**config.mk**
```make
export PLATFORM = sky130hd
export DESIGN_NAME = bios_port_arbiter
export DESIGN_NICKNAME = d
export VERILOG_FILES = /design/src/rtl/bios_port_arbiter.sv
export SDC_FILE = /design/constraint.sdc
export NUM_CORES = 1
export LEC_CHECK = 0
export BUFFER_PORTS_ARGS = -buffer_cell sky130_fd_sc_hd__buf_2
export CORE_AREA = 4 4 96 98
export CTS_BUF_LIST = sky130_fd_sc_hd__clkbuf_4
export DETAILED_ROUTE_END_ITERATION = 8
export DIE_AREA = 0 0 100 102
export HOLD_SLACK_MARGIN = 0.02
export PLACE_DENSITY = 0.51
export SYNTH_ARGS = -nofsm -noshare
export SYNTH_HDL_FRONTEND = slang
export SYNTH_SLANG_ARGS = --single-unit
```
**constraint.sdc**
```tcl
create_clock -name clk -period 1.8 [get_ports clk]
set_input_delay 0.18 -clock clk [delete_from_list [all_inputs] [get_ports clk]]
set_output_delay 0.18 -clock clk [all_outputs]
set_load 0.01 [all_outputs]
```
**src/rtl/bios_port_arbiter.sv**
```systemverilog
// Single-port BIOS memory arbiter between instruction fetch and data access, with read-latency
// tracking and return steering. Define BIOS_ARB_STARVE_GUARD_EN to enable the fetch starvation guard.
module bios_port_arbiter #(
    parameter int unsigned RD_LATENCY   = 2,
    parameter int unsigned MAX_DATA_RUN = 4
) (
    input  logic        clk,
    input  logic        rst,
    input  logic        if_req,
    input  logic [31:0] if_addr,
    output logic        if_gnt,
    output logic        if_rvalid,
    output logic [31:0] if_rdata,
    input  logic        d_req,
    input  logic [3:0]  d_we,
    input  logic [31:0] d_addr,
    input  logic [31:0] d_wdata,
    output logic        d_gnt,
    output logic        d_rvalid,
    output logic [31:0] d_rdata,
    output logic        mem_en,
    output logic [3:0]  mem_we,
    output logic [11:0] mem_addr,
    output logic [31:0] mem_wdata,
    input  logic [31:0] mem_rdata,
    output logic        d_stall
);

    typedef enum logic [1:0] {StIdle, StRdIf, StRdD} state_e;

    state_e     state_q;
    logic [2:0] lat_cnt_q;
    logic       ret;
    logic       issue_ok;
    logic       starve;
    logic       d_win;
    logic       if_win;
    logic       d_read;
    logic       unused_addr;

    assign unused_addr = ^{if_addr[31:14], if_addr[1:0], d_addr[31:14], d_addr[1:0]};

    // Return cycle doubles as an issue slot so reads can go back-to-back.
    assign ret      = (state_q != StIdle) && (lat_cnt_q == 3'd1);
    assign issue_ok = rst && ((state_q == StIdle) || ret);

`ifdef BIOS_ARB_STARVE_GUARD_EN
    logic [3:0] run_cnt_q;

    assign starve = if_req && (run_cnt_q == 4'(MAX_DATA_RUN));

    always_ff @(posedge clk) begin
        if (!rst || !if_req || if_win) begin
            run_cnt_q <= 4'd0;
        end else if (d_win && (run_cnt_q != 4'(MAX_DATA_RUN))) begin
            run_cnt_q <= run_cnt_q + 4'd1;
        end
    end
`else
    localparam int unsigned unused_max_run = MAX_DATA_RUN;

    assign starve = 1'b0;
`endif

    assign d_win  = issue_ok && d_req && !starve;
    assign if_win = issue_ok && if_req && !d_win;
    assign d_read = d_win && (d_we == 4'd0);

    always_comb begin
        if_gnt    = if_win;
        d_gnt     = d_win;
        mem_en    = if_win || d_win;
        mem_we    = d_win ? d_we : 4'd0;
        mem_wdata = d_win ? d_wdata : 32'd0;
        if (d_win) begin
            mem_addr = d_addr[13:2];
        end else if (if_win) begin
            mem_addr = if_addr[13:2];
        end else begin
            mem_addr = 12'd0;
        end
        // Steer by the owner recorded at issue, not by the current winner.
        if_rvalid = rst && ret && (state_q == StRdIf);
        d_rvalid  = rst && ret && (state_q == StRdD);
        if_rdata  = if_rvalid ? mem_rdata : 32'd0;
        d_rdata   = d_rvalid ? mem_rdata : 32'd0;
        d_stall   = rst && ((d_req && !d_win) || ((state_q == StRdD) && !ret));
    end

    always_ff @(posedge clk) begin
        if (!rst) begin
            state_q   <= StIdle;
            lat_cnt_q <= 3'd0;
        end else if (d_read) begin
            state_q   <= StRdD;
            lat_cnt_q <= 3'(RD_LATENCY);
        end else if (if_win) begin
            state_q   <= StRdIf;
            lat_cnt_q <= 3'(RD_LATENCY);
        end else if (ret || d_win) begin
            state_q   <= StIdle;
            lat_cnt_q <= 3'd0;
        end else if (state_q != StIdle) begin
            lat_cnt_q <= lat_cnt_q - 3'd1;
        end
    end

endmodule
```
Word-level counts from Yosys, hierarchy flattened

Index checks and enable logic that the tools add are counted.
W data, S select, Z words.

$add $sub $neg: 1
Bitwise operators: 1
Reduce and logical (&&, ||, !) cells: 26
Muxes and demuxes: 13
Equality and inequality tests: 3

Operator list:

| kind                  | number |
|---|---|
| $mux W32              | 3 |
| $mux W12              | 2 |
| $mux W2               | 7 |
| $logic_and A1 B1 Y1   | 12 |
| $logic_not A4 Y1      | 1 |
| $logic_or A1 B1 Y1    | 4 |
| $mux W4               | 1 |
| $reduce_bool A2 Y1    | 2 |
| $reduce_bool A4 Y1    | 1 |
| $reduce_or A4 Y1      | 1 |
| $eq A3 B1 Y1 const B  | 1 |
| $reduce_bool A3 Y1    | 1 |
| $sub A3 B1 Y3 const B | 1 |
| $eq A2 B1 Y1 const B  | 1 |
| $eq A2 B2 Y1 const B  | 1 |
| $logic_not A1 Y1      | 2 |
| $logic_not A2 Y1      | 1 |
| $reduce_or A2 Y1      | 1 |
| $not A1 Y1            | 1 |

Output and inout port bits: 118
Word-level logic and storage cells: 48
Input port bits: 136
Register bits after elaboration: 5

Logic depth before layout (Yosys ltp)

Gate-level depths: netlist of the first run.

Depth in word-level cells: 9
Depth in mapped cells: 7
Gate-level depth less buffers: 6

Worst setup path after synthesis of the first run

OpenSTA, ideal clock, no wires.

Path kind: flip-flop to output port
Start: register lat_cnt_q[1]
End: output mem_addr[10]
Arrival time: 1357 ps
Path slack: 263 ps
Data required time: 1620 ps
Stages on the path, launching flop included: 8
Buffers on the path: 1
Cells stage by stage: dfxtp_1 > inv_1 > ha_1 > nor2b_1 > o21ai_2 > inv_2 > buf_4 > a22o_1

Word-level cells in the longest chain between the ends: 9
Elaborated cells between the ends (all ways): 10
Those cells by class: eq/ne (1); mux (2); reduce/logical (7)

Ends and longest elaborated chain:

| item                   | line | source |
|---|---|---|
| start, declared        | 32   | `logic [2:0] lat_cnt_q;` |
| start signal, assigned | 96   | `lat_cnt_q <= 3'(RD_LATENCY);` |
| start signal, assigned | 99   | `lat_cnt_q <= 3'(RD_LATENCY);` |
| start signal, assigned | 104  | `lat_cnt_q <= lat_cnt_q - 3'd1;` |
| $eq A3 B1 Y1 *         | 44   | `assign ret = (state_q != StIdle) && (lat_cnt_q == 3'd1);` |
| $logic_and A1 B1 Y1 *  | 44   |  |
| $logic_or A1 B1 Y1 *   | 45   | `assign issue_ok = rst && ((state_q == StIdle) \|\| ret);` |
| $logic_and A1 B1 Y1 *  | 45   |  |
| $logic_and A1 B1 Y1    | 65   | `assign d_win = issue_ok && d_req && !starve;` |
| $logic_not A1 Y1       | 66   | `assign if_win = issue_ok && if_req && !d_win;` |
| $logic_and A1 B1 Y1 *  | 66   |  |
| named net if_gnt       | 11   | `output logic if_gnt,` |
| $mux W12 *             | 77   | `end else if (if_win) begin` |
| $mux W12 *             | 75   | `if (d_win) begin` |
| end, declared          | 23   | `output logic [11:0] mem_addr,` |

Mark *: on every way through the listed nets, which the timed path passes. The rest lies on a longest branch.

Final worst setup path of the first run

Start: register lat_cnt_q[1]
End: output mem_addr[7]

Word-level cells in the longest chain between the ends: 9
Elaborated cells between the ends (all ways): 10
Those cells by class: eq/ne (1); mux (2); reduce/logical (7)

Ends and longest elaborated chain:

| item                  | line |
|---|---|
| $eq A3 B1 Y1 *        | 44 |
| $logic_and A1 B1 Y1 * | 44 |
| $logic_or A1 B1 Y1 *  | 45 |
| $logic_and A1 B1 Y1 * | 45 |
| $logic_and A1 B1 Y1   | 65 |
| $logic_not A1 Y1      | 66 |
| $logic_and A1 B1 Y1   | 66 |
| $mux W12              | 77 |
| $mux W12 *            | 75 |

Every way passes the cells marked *; elsewhere a longest branch is shown, timed or not.

==> qor.txt, run 1 <==
Outcome - finished with violations
Failing checks - setup timing
Vias per cell - 3.930
Worst Clk Skew - 0.0008013 ns
Later-pin clock latency in the skew report - 0.24 ns
Fin. Hold Viols - 0
Gr ovfl total - 0
RSZ-0062 raised after global routing - yes
Setup ws final - -0.03200 ns
Final Cycle Share - 1.018
Mapped Nets - 308
CTS tree - yes
Synthesized area per cell - 6.837 µm²
Num Clock Sinks - 5
H-tree depth - 1
Synth Register Bits - 5
I/O Pins - 254
DR pass1 iterations - 4
CTS Hold Bufs - 0
GRT Util Overall - 0.1107
Mapped cell area - 0.001162 mm²
Worst-Margin Slew - 0.2926 ns
Cell row count - 34
P_leak - 1.636 nW
Final min period - 1.832 ns
Max cap viols - 0
Cells after synthesis - 170
# DRC - 0
Required @ worst endpoint - 1.62 ns
Clock root cell - clkbuf_4
Final Net Count - 529
Die Width - 100 µm
DRT antenna net count - 0
Setup WS pre-CTS - 0.1155 ns
Full die area - 0.01020 mm²
CP Class - reg -> out
RePlAce Congestion - 0.7595
Worst vdd ir - 275.0 µV
Critical path peak fanout - 7
Final setup violation count - 8
Ant. Diodes - 0
Startpoint types - flop
CP Capture Type - output port
Drt wl/cell - 13.82 µm
Slew headroom - 0.8024
Initial DRC count - 37
CTS Buffer Depth - 2
Fin util - 0.3096
Sequential cell area fraction in the yosys report - 0.08611
Data arrival time of the critical path - 1.65 ns
Via count - 1,957
Post-Route WL - 6881 µm
Largest net degree at the start of global routing - 34
Die Y-Extent - 102 µm
WHS Path Cells - 3
Initial antenna violation count - 0
PortBufs - 213
Number of global-route vias before repair - 1,763
Most frequent cells in the layout - 205 x buf_2, 95 x and2_1, 12 x a22o_1, 12 x buf_4
CTS buffer count - 3
Slew Limit Fails - 0
Commonest non-fill, non-tap cell in the layout - buf_2
P per Cell Area - 245.8 mW/mm²
Layout cell share with drive strength beyond 1 - 0.6462
Length in cells of the worst reg-to-reg path - 7
Fmax - 0.5459 GHz
Ys Warns - 0
Reg clk slew, reported paths - 0.04 ns
Layout area overhead - 125.5%
HP Class - in -> reg
Initial core utilization - 0.1373
Core Box Area - 0.008466 mm²
Hpwl dp - 5714 µm
First-pass GRT wire length - 9114 µm
Cell variety after synth - 34
[cell type report]
type	count	area, µm²
Tap cell	108	135.1
Inverter	3	18.77
Clock buffer	4	30.03
Fill cell	955	5844
Sequential cell	5	105.1
Multi-Input combinational cell	149	1031
Timing Repair Buffer	228	1292
Timing Repair inverter	1	8.758
[what timing repair did]
item,in CTS,in global routing
setup buffers,3,3
pin swaps,4,8
gates cloned,1,2
setup endpoints to repair,89,113
gates resized for setup,14,27
[per-stage QoR]
stage	instances	power [mW]	hold WS [ns]	cell area (µm²)	setup TNS, ns
2_1_floorplan	170	0.2576	0.3864	1162	0
3_3_place_gp	485	0.4368	0.4998	2369	0
3_5_place_dp	485	0.4408	0.5134	2369	0
4_1_cts	493	0.6152	0.2472	2486	-0.05029
5_1_grt	498	0.6920	0.2727	2621	-5.829
6_report	498	0.6443	0.2598	2621	-0.1651
[path summary, 6_finish.rpt]
kind | startpoint | end | slack (ns)
worst max-delay path | lat_cnt_q[1] | mem_addr[7] | -0.03
worst max register to register | lat_cnt_q[1] | lat_cnt_q[1] | 0.24
worst min register to register | state_q[1] | state_q[1] | 0.50
worst min-delay path | rst | lat_cnt_q[1] | 0.26
[state kept, by name, indices dropped and copies added, names as in the netlist]
| signal | cells |
|---|---|
| state_q | 2 |
| lat_cnt_q | 3 |
[logic make-up (layout without fill, tap and decap cells)]
| kind of cell | count (synthesis) | in the layout | share of synthesized area |
|---|---|---|---|
| compound gates | 21 | 21 | 0.1464 |
| mux | 1 | 1 | 0.008612 |
| fa+ha+maj | 2 | 2 | 0.02153 |
| flops | 5 | 5 | 0.08612 |
| xor+xnor | 2 | 2 | 0.01507 |
| simple gates | 123 | 123 | 0.6502 |
| buf+inv | 16 | 236 | 0.07211 |
[cells in the mapped netlist, drive strengths merged]
library cell	count	share of area
a21boi	1	0.0065
a21oi	2	0.012
a22o	12	0.090
a41oi	1	0.0075
and2	101	0.54
and3b	1	0.0075
buf	9	0.048
clkbuf	4	0.014
dfxtp	5	0.086
ha	2	0.022
inv	3	0.0097
mux2i	1	0.0086
nand2	6	0.019
nand2b	2	0.011
nand3	1	0.0043
nand3b	1	0.0065
nor2	4	0.013
nor2b	1	0.0054
nor3b	3	0.024
nor4	1	0.0054
o211ai	1	0.0065
o21ai	3	0.016
o41ai	1	0.0075
or2	1	0.0054
or3	1	0.0054
xnor2	1	0.0075
xor2	1	0.0075
[critical path, cell delays in order, from the launching register on]
cell     delay [ns]
dfxtp_2        0.33
inv_2          0.05
ha_4           0.17
nor2b_4        0.13
o21ai_2        0.17
buf_6          0.16
inv_8          0.05
a22o_1         0.22
buf_2          0.14
[layer usage]
metal / GRT usage / wire (µm) / up-vias
met5: 0 / 0 / -
met4: 0.02073 / 52 / 0
met3: 0.01160 / 432 / 4
met2: 0.1852 / 3458 / 75
met1: 0.1554 / 2937 / 891
li1: - / - / 987
[report_power, final]
| part | internal, mW | total [mW] | switching, mW |
|---|---|---|---|
| sequential | 0.118 | 0.124 | 0.00630 |
| clock | 0.0990 | 0.147 | 0.0479 |
| combinational | 0.208 | 0.373 | 0.165 |
| total | 0.425 | 0.644 | 0.219 |
No activity file was read; power rests on OpenSTA's default activity.
==> run 2: changes to the inputs <==
--- a/config.mk
+++ b/config.mk
@@ -5,13 +5,15 @@
 export SDC_FILE = /design/constraint.sdc
 export NUM_CORES = 1
 export LEC_CHECK = 0
+export ABC_AREA = 1
 export BUFFER_PORTS_ARGS = -buffer_cell sky130_fd_sc_hd__buf_2
 export CORE_AREA = 4 4 96 98
 export CTS_BUF_LIST = sky130_fd_sc_hd__clkbuf_4
 export DETAILED_ROUTE_END_ITERATION = 8
 export DIE_AREA = 0 0 100 102
+export GPL_ROUTABILITY_DRIVEN = 1
 export HOLD_SLACK_MARGIN = 0.02
-export PLACE_DENSITY = 0.51
+export PLACE_DENSITY = 0.52
 export SYNTH_ARGS = -nofsm -noshare
 export SYNTH_HDL_FRONTEND = slang
 export SYNTH_SLANG_ARGS = --single-unit
==> qor.txt, run 2 <==
Outcome - completed
Layout area overhead - 109.7%
CTS Buffer Depth - 2
PortBufs - 213
HP Class - in -> reg
P_leak - 2.003 nW
Asr flop ratio synth - 0
Max cap viols - 0
Worst-Margin Slew - 0.2450 ns
Final min period - 1.786 ns
Critical path peak fanout - 8
RSZ-0062 raised after global routing - yes
Number of global-route vias before repair - 1,788
Placed cells - 587
Clock root cell - clkbuf_4
P per Cell Area - 239.8 mW/mm²
Core Box Area - 0.008466 mm²
Drt wl/cell - 10.06 µm
Gr ovfl total - 0
CP Class - reg -> out
Post-synth top area cell - nor2_1
Register Area - 101.3 µm²
Initial DRC count - 40
Fill cell count - 954
Top reg by flops - lat_cnt_q
Initial antenna violation count - 1
DRT antenna net count - 0
Die Width - 100 µm
CTS tree - yes
Number of synthesized flops with an enable pin - 0
CTS Hold Bufs - 0
Synthesized area per cell - 4.545 µm²
Synth top area share - 0.3123
I/O Pins - 254
Post-Route WL - 6015 µm
Final Cycle Share - 0.9924
GRT Util Overall - 0.09264
Synth top cells by count - 104 x nor2_1, 80 x inv_1, 51 x nand2_1
Fin. Hold Viols - 0
Setup WS pre-CTS - 0.2338 ns
Cell variety after synth - 19
Commonest non-fill, non-tap cell in the layout - buf_2
Synth Register Bits - 5
Final Net Count - 628
Die Y-Extent - 102 µm
Mapped cell area - 0.001250 mm²
CP Capture Type - output port
Sequential cell area fraction in the yosys report - 0.08008
# DRC - 0
CTS buffer count - 3
Later-pin clock latency in the skew report - 0.24 ns
Worst vdd ir - 129.4 µV
Dominant synthesized flop cell - dfxtp_1
Startpoint types - flop
Largest net degree at the start of global routing - 41
Via count - 2,248
Final setup violation count - 0
Layout cell share with drive strength beyond 1 - 0.5174
Slew headroom - 0.8359
Data arrival time of the critical path - 1.61 ns
Slew Limit Fails - 0
Reg clk slew, reported paths - 0.04 ns
DR pass1 iterations - 4
Required @ worst endpoint - 1.62 ns
Largest regs - lat_cnt_q (3), state_q (2)
Worst Clk Skew - 0.002130 ns
Cells after synthesis - 275
Vias per cell - 3.759
Fin cells - 598
Ys Warns - 0
Fin util - 0.3096
Fmax - 0.5598 GHz
First-pass GRT wire length - 7866 µm
Tightest hold margin - 0.2802 ns
Initial core utilization - 0.1477
Setup ws final - 0.01361 ns
Area of the multi-input gates - 813.3 µm²
Cell row count - 34
Mapped Nets - 413
H-tree depth - 1
Top cells by area, synth - nor2_1 31%, inv_1 24%, nand2_1 15%, dfxtp_1 8.0%, buf_2 3.2%
RePlAce Congestion - 0.7054
Most frequent cells in the layout - 212 x buf_2, 90 x nor2_1, 77 x inv_1
Num Clock Sinks - 5
Hpwl dp - 4901 µm
Count leader, synth - nor2_1
Full die area - 0.01020 mm²
Largest register FFs - 3
[run 2: what timing repair did]
action,4_1_cts,5_1_grt
pin swaps,1,0
buffers inserted,1,2
hold endpoints to repair,0,0
setup endpoints to repair,10,95
resized for setup,2,27
cloned,0,3
[run 2: area by class of cell]
cell class              count  share of cell area
diodes                      1           0.0009547
clock buffers               4             0.01146
inverters                  82              0.1174
multi-input cells         175              0.3103
flip-flops and latches      5             0.03866
well taps                 108             0.05155
repair buffers            223              0.4697
[run 2: layer usage]
metal	part of all wire	wire length [µm]	vias to the layer above	GRT usage
met1	0.34	2016	909	0.09547
met5	0	0	-	0
met4	0.014	83	0	0.04249
met3	0.15	907	4	0.02457
met2	0.50	3007	149	0.1750
li1	-	-	1186	-
[run 2: worst max-delay path, stage by stage (launching register included)]
cell and delay (ns):
dfxtp_1 0.30, inv_2 0.08, ha_4 0.14, nand2_4 0.06, inv_2 0.06, nand4_1 0.16
buf_6 0.20, clkbuf_16 0.16, nor2_1 0.08, buf_2 0.13
[run 2: path summary, 6_finish.rpt]
kind / end / slack, ns / cells past startpoint / start
setup / recovery: if_rdata[8] / 0.01 / 9 / lat_cnt_q[1]
hold / removal: state_q[1] / 0.28 / 3 / d_req
setup reg to reg: lat_cnt_q[0] / 0.39 / 9 / state_q[0]
hold reg to reg: lat_cnt_q[0] / 0.49 / 2 / lat_cnt_q[0]
[run 2: power by group]
group	internal (mW)	switching [mW]	total, mW
logic	0.170	0.193	0.362
clock network	0.0988	0.0455	0.144
registers	0.117	0.00472	0.122
[run 2: metrics by stage]
step           setup TNS [ns]  area (µm²)  total power [mW]
2_1_floorplan               0        1250            0.2965
3_3_place_gp                0        2417            0.4689
3_5_place_dp                0        2417            0.4714
4_1_cts                     0        2462            0.6274
5_1_grt                -1.441        2621            0.6888
6_report                    0        2621            0.6285
[run 2: cells by family after synthesis]
kind of cell | count (synthesis) | synth area share
xor+xnor | 1 | 0.007008
simple gates | 167 | 0.5506
flops | 5 | 0.08008
fa+ha+maj | 2 | 0.02002
compound gates | 5 | 0.02503
buf+inv | 95 | 0.3173
